===== src/rtl/int_ctrl.sv =====
`default_nettype none
// ============================================================================
//  Module      : int_ctrl
//  Description : Four-source interrupt controller. Edge-detects raw requests
//                into pending bits, holds the enable/status register, presents
//                one prioritised request and vector to the core, and tracks
//                the in-service interrupt until RTI.
//  Revision    : 1.0 - initial release
// ============================================================================
module int_ctrl #(
    parameter logic [15:0] INT_EN_AD = 16'hC002,
    parameter logic [15:0] VEC0      = 16'h0010,
    parameter logic [15:0] VEC1      = 16'h0020,
    parameter logic [15:0] VEC2      = 16'h0030,
    parameter logic [15:0] VEC3      = 16'h0040
) (
    input  logic        clk,
    input  logic        rst,
    input  logic [3:0]  irq,
    input  logic [15:0] addr,
    input  logic        we,
    input  logic        re,
    input  logic [15:0] wdata,
    output logic [15:0] rdata,
    output logic        int_req,
    output logic [15:0] int_vec,
    input  logic        int_ack,
    input  logic        rti
);

    typedef enum logic [1:0] {
        S_IDLE    = 2'd0,
        S_REQ     = 2'd1,
        S_SERVICE = 2'd2
    } state_t;

    state_t      r_state;
    logic [3:0]  r_irq_q;
    logic [3:0]  r_pending;
    logic [3:0]  r_en;
    logic        r_gie;
    logic [1:0]  r_id;
    logic        r_int_req;
    logic [15:0] r_int_vec;

    logic        w_wr;
    logic [3:0]  w_set;
    logic [3:0]  w_w1c;
    logic        w_ack;
    logic [3:0]  w_ack_clr;
    logic [3:0]  w_masked;
    logic [1:0]  w_sel_id;
    logic [15:0] w_sel_vec;
    logic        w_in_svc;
    logic        w_unused_wdata;

    assign w_wr      = we && (addr == INT_EN_AD);
    assign w_set     = irq & ~r_irq_q;
    assign w_w1c     = w_wr ? wdata[11:8] : 4'b0000;
    // int_ack only counts while a request is outstanding
    assign w_ack     = (r_state == S_REQ) && int_ack;
    assign w_ack_clr = w_ack ? (4'b0001 << r_id) : 4'b0000;
    assign w_masked  = r_pending & r_en;
    assign w_in_svc  = (r_state == S_SERVICE);

    // Bits of the write word that carry no register field
    assign w_unused_wdata = ^{wdata[15:12], wdata[6:4]};

    // Fixed priority: lowest enabled pending index wins
    always_comb begin
        w_sel_id  = 2'd0;
        w_sel_vec = VEC0;
        if (w_masked[0]) begin
            w_sel_id  = 2'd0;
            w_sel_vec = VEC0;
        end else if (w_masked[1]) begin
            w_sel_id  = 2'd1;
            w_sel_vec = VEC1;
        end else if (w_masked[2]) begin
            w_sel_id  = 2'd2;
            w_sel_vec = VEC2;
        end else if (w_masked[3]) begin
            w_sel_id  = 2'd3;
            w_sel_vec = VEC3;
        end
    end

    // Edge capture, pending bookkeeping (set beats clear) and enable register
    always_ff @(posedge clk) begin
        if (rst) begin
            r_irq_q   <= 4'b0000;
            r_pending <= 4'b0000;
            r_en      <= 4'b0000;
            r_gie     <= 1'b0;
        end else begin
            r_irq_q   <= irq;
            r_pending <= (r_pending & ~(w_w1c | w_ack_clr)) | w_set;
            if (w_wr) begin
                r_en  <= wdata[3:0];
                r_gie <= wdata[7];
            end
        end
    end

    // Request handshake: arbitrate in IDLE, hold in REQ, wait for RTI in SERVICE
    always_ff @(posedge clk) begin
        if (rst) begin
            r_state   <= S_IDLE;
            r_id      <= 2'd0;
            r_int_req <= 1'b0;
            r_int_vec <= 16'h0000;
        end else begin
            case (r_state)
                S_IDLE: begin
                    if (r_gie && (|w_masked)) begin
                        r_id      <= w_sel_id;
                        r_int_vec <= w_sel_vec;
                        r_int_req <= 1'b1;
                        r_state   <= S_REQ;
                    end
                end
                S_REQ: begin
                    if (int_ack) begin
                        r_int_req <= 1'b0;
                        r_int_vec <= 16'h0000;
                        r_state   <= S_SERVICE;
                    end
                end
                S_SERVICE: begin
                    if (rti) begin
                        r_state <= S_IDLE;
                    end
                end
                default: begin
                    r_state   <= S_IDLE;
                    r_int_req <= 1'b0;
                    r_int_vec <= 16'h0000;
                end
            endcase
        end
    end

    assign int_req = r_int_req;
    assign int_vec = r_int_vec;
    assign rdata   = (re && (addr == INT_EN_AD))
                   ? {w_in_svc, 3'b000, r_pending, r_gie, 3'b000, r_en}
                   : 16'h0000;

endmodule
`default_nettype wire

===== config.mk =====
export PLATFORM = sky130hd
export DESIGN_NAME = int_ctrl
export DESIGN_NICKNAME = d
export VERILOG_FILES = /design/src/rtl/int_ctrl.sv
export SDC_FILE = /design/constraint.sdc
export NUM_CORES = 1
export LEC_CHECK = 0
export CORE_UTILIZATION = 35
export DETAILED_ROUTE_END_ITERATION = 16
export HOLD_SLACK_MARGIN = 0.1
export PLACE_DENSITY = 0.76
export SLEW_MARGIN = 0
export SYNTH_ARGS = -nofsm -noshare
export SYNTH_HDL_FRONTEND = slang
export SYNTH_SLANG_ARGS = --single-unit

===== constraint.sdc =====
create_clock -name clk -period 1.7 [get_ports clk]
set_clock_uncertainty 0.1 [all_clocks]
set_input_delay 0.34 -clock clk [delete_from_list [all_inputs] [get_ports clk]]
set_output_delay 0.34 -clock clk [all_outputs]
set_load 0.1 [all_outputs]

==> results of run 1 <==
## cells by family (layout without fill, tap and decap cells)
group | count (synthesis) | in the layout | synth area share [%]
compound gates | 41 | 41 | 25.1
buf+inv | 31 | 70 | 17.1
flops | 21 | 21 | 34.3
other cells | 1 | 19 | 0.306
simple gates | 44 | 44 | 23.2
## layout by cell type (no fill, tap or decap), types with 4 or more instances in the layout
cell type	n
o21ai_0	8
buf_12	14
nor2_1	4
conb_1	19
and3_4	9
buf_2	8
buf_6	7
nand3_1	8
a21oi_1	12
inv_1	8
nand2_1	5
clkdlybuf4s50_1	18
buf_4	8
dfxtp_1	21
nor2b_1	4
## final timing paths
path | to | slack (ns) | cells after the start
max | rdata[15] | -0.28 | 6
min | r_pending[0] | 0.37 | 2
max reg2reg | r_id[0] | 0.13 | 4
min reg2reg | r_pending[0] | 0.37 | 2
## registers in the layout (all words and copies together) (netlist names)
| register | count |
|---|---|
| int_vec | 3 |
| r_en | 4 |
| r_irq_q | 4 |
| r_state | 2 |
| r_id | 2 |
| r_pending | 4 |
| r_gie | 1 |
| int_req | 1 |
## power by group through the flow
| stage | clock network [uW] | registers (uW) | logic (uW) |
|---|---|---|---|
| floorplan | 0 | 526 | 253 |
| global placement | 0 | 529 | 327 |
| detailed placement | 0 | 530 | 332 |
| CTS | 246 | 519 | 322 |
| global route | 270 | 521 | 339 |
| finish | 237 | 519 | 324 |
## layout make-up
cell class / instances / area, um2
timing repair buffer: 58 / 669
multi-input combinational: 104 / 749
clock buffer: 4 / 26.3
fill: 321 / 1380
sequential: 21 / 420
inverter: 8 / 30.0
tap: 46 / 57.6
## routing by layer
metal | vias up | global-route usage, %
li1 | 583 | -
met1 | 561 | 21.3
met2 | 65 | 35.4
met3 | 13 | 2.73
met4 | 0 | 8.12
met5 | - | 0
## critical path: cells and delay by family
family,cells,cell delay (ns)
simple gates,3,0.79
buf+inv,3,0.40
## timing repair
item                                    in CTS  in global routing
gates resized for setup                     63                  3
cloned                                       1                  0
pin swaps                                    5                  3
endpoints found under the setup margin      19                 10
buffers inserted                             0                  0
## stage by stage
| step | TNS [ns] | total power (uW) | hold WS (ns) | std cells |
|---|---|---|---|---|
| global placement | -8.80 | 855 | 0.335 | 236 |
| floorplan | -1.72 | 778 | 0.309 | 156 |
| detailed placement | -10.11 | 862 | 0.344 | 236 |
| CTS | -2.42 | 1090 | 0.371 | 241 |
| global route | -2.90 | 1130 | 0.399 | 241 |
| finish | -2.37 | 1080 | 0.369 | 241 |
==> flow_metrics.env, run 1 <==
export IMPL_status="complete, but fails checks"
export IMPL_violations="DRC, setup timing"
export IMPL_utilization_pct=58.5
export IMPL_synth_cell_types=38
export IMPL_drc=2
export IMPL_wire_per_inst_um=13.4
export IMPL_yosysMostFrequentCell="dfxtp_1"
export IMPL_place_area_um2=1940
export IMPL_root_buffer="clkbuf_4"
export IMPL_dp_hpwl_um=2650
export IMPL_die_w_um=61.2
export IMPL_diodes=0
export IMPL_overflow=0
export IMPL_syn_to_final_growth_pct=59.3
export IMPL_pwr_share_seq_pct=48.0
export IMPL_syn_cell_area_um2=1230
export IMPL_power_density_nw_per_um2=553
export IMPL_numCtsBuffers=3
export IMPL_power_leakage_uw=0.000777
export IMPL_hp_class="flop to flop"
export IMPL_initial_core_util_pct=36.7
export IMPL_fin_ws_ns=-0.280
export IMPL_setup_viol_count_final=10
export IMPL_peakVddDrop_v=0.000406
export IMPL_crit_path_max_incr_delay_ns=0.28
export IMPL_via_per_inst=5.07
export IMPL_max_freq_mhz=505
export IMPL_cts_buffer_depth=2
export IMPL_async_reset_ff_share_pct=0
export IMPL_port_buffers=48
export IMPL_rows=21
export IMPL_io_pins=75
export IMPL_die_area_um2=3740
export IMPL_yosysTopAreaCellShare_pct=34.3
export IMPL_globalplace_congestion=0.815
export IMPL_min_from="r_irq_q[0]"
export IMPL_cp_start_kind="input port"
export IMPL_synth_ff_type="dfxtp_1"
export IMPL_nets=238
export IMPL_wl_met3_um=201
export IMPL_finalWirelength_um=3240
export IMPL_finalInstanceArea_um2=1950
export IMPL_wirelength_met1_um=1150
export IMPL_coreArea_um2=3340
export IMPL_die_h_um=61.2
export IMPL_synthTopCellsByArea="dfxtp_1 (34%), buf_4 (12%), a21oi_1 (4.9%)"
export IMPL_route_top_layer_used="met4"
export IMPL_drt_iter0_drc=50
export IMPL_fin_crit_ns=1.98
export IMPL_hold_violations=0
export IMPL_grt_max_degree=13
export IMPL_num_vias=1222
export IMPL_worst_setup_path_end_kind="output pin"
export IMPL_required_ns=1.26
export IMPL_arrival_ns=1.54
export IMPL_cts_hold_fix_buffers=0
export IMPL_switching_power_uw=390
export IMPL_r2r_start="r_en[1]"
export IMPL_grt_pass1_wl_um=5200
export IMPL_h_tree_depth=1
export IMPL_cts_tree="built"
export IMPL_cp_slowest_cell="nor4b_4"
export IMPL_final_layout_size_suffix_gt1_share_pct=30.3
export IMPL_clkTransAtPathRegs_ns=0.12
export IMPL_antenna_found_initial=0
export IMPL_path_cells="buf_2 -> nor4b_4 -> and4_4 -> buf_6 -> and4b_4 -> buf_12"
export IMPL_cp_max_fo=6
export IMPL_yosysSeqAreaShare_pct=34.3
export IMPL_synth_edf_count=0
export IMPL_first_global_vias=1170
export IMPL_power_internal_uw=690
export IMPL_synth_warnings=0
export IMPL_clock_latency_ns=0.30
export IMPL_ys_seq_elements=21
export IMPL_switching_share_pct=36.1
export IMPL_cap_violations=0
export IMPL_post_route_period_util_pct=116
export IMPL_wl_met2_um=1800
export IMPL_rsz0062_at_grt="true"
export IMPL_pre_cts_ws_ns=-0.679
export IMPL_clkSinkCount=21
export IMPL_ys_top_cells_by_count="dfxtp_1 (21), buf_4 (20), a21oi_1 (12)"
export IMPL_finalMaxSlewViolations=0
export IMPL_p_comb_share_pct=30.0
export IMPL_drtPass1Iterations=10
export IMPL_p_clk_share_pct=22.0
export IMPL_antenna_left=0
export IMPL_netlist_instances=138
export IMPL_critical_path_startpoint="addr[5]"
export IMPL_synth_top_cell_by_area="dfxtp_1"
export IMPL_critPathKind="input port to output pin"
export IMPL_grt_usage_pct=19.0
export IMPL_synth_avg_cell_area_um2=8.89
No activity file was read; power rests on OpenSTA's default activity.
==> inputs of run 2 (changes only) <==
- ABC_AREA: not set -> 0
==> results of run 2 <==
Final layout, timing and power as in run 1 (identical DEF).
==> inputs of run 3 (changes only) <==
- TNS_END_PERCENT: not set -> 20
==> run 3 against run 2 <==
Sequential share of layout area increased by 0.17 points. Critical endpoint unchanged. Flip-flop and latch count is the same. Worst setup slack worse by 0.0013 ns. Combinational power fell by 4%. The flow finishes with violations (setup timing). Critical path type unchanged. Non-clock buffer count unchanged. Sequential power about the same.
==> flow_metrics.env, run 3 (synthesis results as in run 1) <==
export IMPL_drc=0
export IMPL_wl_met2_um=1510
export IMPL_power_total_uw=1060
export IMPL_route_top_layer_used="met4"
export IMPL_place_area_um2=1930
export IMPL_antenna_left=0
export IMPL_grt_max_degree=17
export IMPL_hp_class="flop to flop"
export IMPL_reg_top3="r_en: 4 flops, r_irq_q: 4 flops, r_pending: 4 flops"
export IMPL_finalWirelength_um=2860
export IMPL_fin_ws_ns=-0.281
export IMPL_cts_buffer_depth=2
export IMPL_clkTransAtPathRegs_ns=0.11
export IMPL_rsz0062_at_grt="true"
export IMPL_hold_violations=0
export IMPL_cts_hold_fix_buffers=0
export IMPL_first_global_vias=1074
export IMPL_final_common_cell="dfxtp_1"
export IMPL_path_cells="buf_6 -> nor4b_4 -> and4_1 -> buf_6 -> and4b_4 -> buf_12"
export IMPL_path_depth=6
export IMPL_cts_tree="built"
export IMPL_utilization_pct=58.1
export IMPL_dp_hpwl_um=2310
export IMPL_wl_met3_um=134
export IMPL_path_common_cell="buf_6"
export IMPL_drt_iter0_drc=17
export IMPL_diodes=0
export IMPL_power_density_nw_per_um2=547
export IMPL_worst_setup_path_end_kind="output pin"
export IMPL_nets=238
export IMPL_via_per_inst=4.79
export IMPL_cp_num_buf_inv=3
export IMPL_final_cell_mix="dfxtp_1 (21), conb_1 (19), clkdlybuf4s50_1 (18)"
export IMPL_antenna_found_initial=0
export IMPL_globalplace_congestion=0.922
export IMPL_clkSinkCount=21
export IMPL_grt_pass1_wl_um=4730
export IMPL_die_area_um2=3740
export IMPL_power_leakage_uw=0.000772
export IMPL_required_ns=1.26
export IMPL_cap_violations=0
export IMPL_root_buffer="clkbuf_4"
export IMPL_finalMaxSlewViolations=0
export IMPL_cp_max_fo=6
export IMPL_cp_slowest_cell="nor4b_4"
export IMPL_post_route_period_util_pct=117
export IMPL_min_from="r_irq_q[1]"
export IMPL_max_freq_mhz=505
export IMPL_syn_to_final_growth_pct=58.1
export IMPL_clock_latency_ns=0.29
export IMPL_wire_per_inst_um=11.9
export IMPL_crit_path_max_incr_delay_ns=0.29
export IMPL_fin_crit_ns=1.98
export IMPL_initial_core_util_pct=36.7
export IMPL_h_tree_depth=1
export IMPL_rows=21
export IMPL_reg2reg_depth=4
export IMPL_finalInstanceArea_um2=1940
export IMPL_status="complete, but fails checks"
export IMPL_io_pins=75
export IMPL_wirelength_met1_um=1170
export IMPL_port_buffers=48
export IMPL_cp_start_kind="input port"
export IMPL_holdPathStages=2
export IMPL_grt_usage_pct=17.5
export IMPL_peakVddDrop_v=0.000413
export IMPL_final_layout_size_suffix_gt1_share_pct=29.7
export IMPL_die_w_um=61.2
export IMPL_violations="setup timing"
export IMPL_drtPass1Iterations=4
export IMPL_r2r_start="r_pending[1]"
export IMPL_cp_top_family="simple AND/OR/NAND/NOR gates"
export IMPL_num_vias=1155
export IMPL_setup_viol_count_final=10
export IMPL_numCtsBuffers=3
export IMPL_overflow=0
export IMPL_critPathKind="input port to output pin"
export IMPL_whs_ns=0.360
export IMPL_arrival_ns=1.54
export IMPL_nFillCells=321
export IMPL_critical_path_startpoint="addr[2]"
export IMPL_die_h_um=61.2
export IMPL_coreArea_um2=3340
==> run 3: cell count changes in the layout (fill, tap and decap cells not counted) <==
cell / previous run / this run
buf_2: 8 / 10
and4_1: 0 / 1
buf_6: 7 / 5
and4_4: 1 / 0
==> run 3: per-layer routing <==
layer	vias to the layer above	GRT usage, %
li1	584	-
met3	6	2.73
met5	-	0
met4	0	9.09
met1	525	20.4
met2	40	30.7
==> run 3: tightest hold or removal path: cells and delay by family, from the launching register on <==
kind                   cells  cell delay (ns)
AOI/OAI and AO/OA          1             0.09
DFF                        1             0.31
buffers and inverters      1             0.04
==> run 3: worst paths after layout <==
| kind | slack (ns) | end |
|---|---|---|
| worst max-delay path | -0.28 | rdata[15] |
| worst min-delay path | 0.36 | r_pending[1] |
| worst max register to register | 0.13 | int_vec[5] |
| worst min register to register | 0.36 | r_pending[1] |
==> run 3: report_power, final <==
part	total, uW	internal (uW)	switching (uW)
Sequential	520	506	13.7
Clock	228	91.3	136
Combinational	312	84.9	228
==> run 3: cell type report <==
| type | instances | area, um2 | share of cell area, % |
|---|---|---|---|
| inverter | 8 | 30.0 | 1.55 |
| clock buffer | 4 | 26.3 | 1.36 |
| sequential | 21 | 420 | 21.7 |
| timing repair buffer | 58 | 657 | 33.9 |
| tap | 46 | 57.6 | 2.97 |
| multi-input combinational | 104 | 747 | 38.5 |
==> run 3: metrics by stage <==
stage	setup slack, ns	setup TNS, ns	std cells
global placement	-0.621	-8.87	234
finish	-0.281	-2.38	241
CTS	-0.283	-2.43	241
global route	-0.336	-3.01	241
floorplan	-0.178	-1.73	156
detailed placement	-0.688	-10.29	234
==> run 3: what timing repair did <==
action                                  in CTS  in global routing
pin swaps                                    5                  2
setup buffers                                2                  0
gates resized for setup                     62                  0
endpoints found under the setup margin      19                 10
gates cloned                                 1                  0
hold endpoints to repair                     0                  0
==> RTL edit (flow settings as in run 1) <==
Re-encode `state_t` (3 states) as one-hot, 3 bits wide.
--- a/src/rtl/int_ctrl.sv
+++ b/src/rtl/int_ctrl.sv
@@ -29,8 +29,8 @@
 );
 
-    typedef enum logic [1:0] {
-        S_IDLE    = 2'd0,
-        S_REQ     = 2'd1,
-        S_SERVICE = 2'd2
+    typedef enum logic [2:0] {
+        S_IDLE    = 3'b001,
+        S_REQ     = 3'b010,
+        S_SERVICE = 3'b100
     } state_t;
 
Function: same outputs for any inputs over 4 cycles, from zero or initial values and one cycle with rst high; so few cycles prove little.
==> RTL edit against run 1 <==
- the run ends with negative setup slack left
- sequential cell count is 1 higher
- total power grew 17%
- clock power is 70% higher
- synthesized cell count grew 2.2%
- sequential power up 4.4%
- via count increased by 2.9%
- register-to-register slack about the same
- die area fell by 0.20%
- synthesized area is 0.20% lower
- worst setup slack improved by 0.026 ns
- global-route usage grew 0.86 points
- highest routed layer unchanged
- utilization rose by 4.0 points
- wire length fell by 0.12%
- final area increased by 6.9%
- critical endpoint unchanged
==> RTL edit: results (changes against run 1) <==
drt:
  drt-vias-per-instance: 4.97  # -2.0%
  drtPass1Iterations: 4  # -6
  drt_wl_total_mm: 3.23  # -0.12%
  drtIter0Drc: 33  # -34%
setup_path:
  path_delay_family: "simple AND/OR/NAND/NOR gates"
  worstPathArrival_ns: 1.51  # -0.03 ns
  worst_path_largest_cell_delay_ns: 0.29
  crit_fanout: 6  # unchanged
  slowest_stage: "nor4bb_4"
  critPathLaunch: "addr[3]"
  worstSetupPathType: "primary input to output port"
  rr_startpoint: "r_state[2]$_SDFFE_PP0P_"
cts:
  cts-root-buf: "clkbuf_4"
  cts.clk_slew.worst_paths_ns: 0.12  # about the same
  h-tree-depth: 1  # unchanged
  numCtsBuffers: 3  # unchanged
  clock_path_buffers: 2  # unchanged
  clock_latency_ns: 0.32  # +0.02 ns
worst_hold_path:
  min_from: "int_ack"
  min_path_type: "primary input to register"
global_routing:
  grt_pass1_wl_mm: 5.50  # +5.7%
  overflow: 0  # unchanged
  grt_use_total: 0.198  # +0.00863
  antenna_found_initial: 0  # unchanged
  grt_pass1_vias: 1253  # +7.1%
  grt_max_degree: 14  # +1
layout:
  top_regs: "r_en (4), r_irq_q (4), r_pending (4)"
  drive_above_1_share: 0.333  # +0.0308
  diodes: 0  # unchanged
  nets: 250  # +5.0%
  finalNonFillerCells: 253  # +5.0%
power:
  vdd_ir_drop_max_v: 0.000329  # -19%
  power.leakage_nw: 0.858  # +10%
sta:
  setup_viol: 10  # unchanged
  tns_ns: -2.21  # +0.163 ns
  fin_ws_ns: -0.254  # +0.0256 ns
run_status:
  violations: "negative setup slack"
  status: "finished, violations left"
yosys:
  synthArstFlopShare: 0  # unchanged
  synth_area_per_cell_um2: 8.68  # -2.3%
  yosysUniqueCellTypes: 39  # +2.6%
  synthTopCellsByArea: "dfxtp_1 (36%), buf_4 (13%), and3_1 (5.6%)"
  yosys_warnings: 0  # unchanged
  synth_common_cells: "dfxtp_1 (22), buf_4 (21), nand3_1 (12)"
  synth_flop_cell: "dfxtp_1"
  yosysSeqAreaShare: 0.360  # +0.0171
placement:
  place.gp.congestion: 0.866  # +6.2%
  port_buffers: 48  # unchanged
  dp_hpwl_mm: 2.52  # -5.1%
  dp_cells: 238  # +0.85%
flow_run:
  maxCapViolCount: 0  # unchanged
RTL edit: worst paths after layout:
| path | end | slack [ns] | cells past startpoint |
|---|---|---|---|
| setup / recovery | rdata[15] | -0.25 | 6 |
| hold / removal | r_state[2]$_SDFFE_PP0P_ | 0.38 | 3 |
| setup reg to reg | r_pending[0]$_SDFF_PP0_ | 0.13 | 4 |
| hold reg to reg | r_pending[1]$_SDFF_PP0_ | 0.40 | 2 |
RTL edit: timing repair:
item,in CTS,in global routing
pin swaps,9,5
setup buffers,12,2
resized for setup,69,2
endpoints found under the setup margin,19,15
gates cloned,1,0
RTL edit: logic make-up (layout without fill, tap and decap cells):
kind of cell | count (synthesis) | after routing | synth area share
buffers and inverters | 30 | 78 | 0.164
AND/OR/NAND/NOR | 55 | 55 | 0.281
AO/OA/AOI/OAI | 33 | 33 | 0.192
flip-flops | 22 | 22 | 0.360
other | 1 | 19 | 0.00306
RTL edit: layout make-up:
| type | instances | area [um2] |
|---|---|---|
| clock buffers | 3 | 22.5 |
| flip-flops and latches | 22 | 440 |
| repair buffers | 68 | 753 |
| clock inverters | 1 | 30.0 |
| inverters | 6 | 22.5 |
| well taps | 46 | 57.6 |
| multi-input cells | 107 | 761 |
| fillers | 289 | 1250 |
RTL edit: layer usage:
| metal | vias to the layer above | track usage | share of wire |
|---|---|---|---|
| met1 | 590 | 0.225 | 0.40 |
| met4 | 0 | 0.0909 | 0.019 |
| met3 | 7 | 0.0315 | 0.053 |
| met5 | - | 0 | 0 |
| li1 | 610 | - | - |
| met2 | 50 | 0.362 | 0.53 |
RTL edit: where the power goes:
group / internal, mW / leakage [nW] / switching [mW]
sequential: 0.530 / 0.180 / 0.0121
combinational: 0.0918 / 0.651 / 0.231
clock: 0.239 / 0.0279 / 0.164
RTL edit: metrics by stage:
step | worst slack, ns | hold WS (ns) | instance area [um2]
final | -0.254 | 0.383 | 2090
after global routing | -0.313 | 0.391 | 2090
after CTS | -0.253 | 0.389 | 2080
after detailed placement | -0.643 | 0.370 | 1970
after global placement | -0.614 | 0.360 | 1970
after floorplan | -0.182 | 0.323 | 1410
RTL edit: worst register-to-register path, stage by stage (launching register included):
cell      delay (ns)
dfxtp_1         0.34
and4bb_2        0.31
or3b_1          0.35
and3_1          0.20
a22o_1          0.17
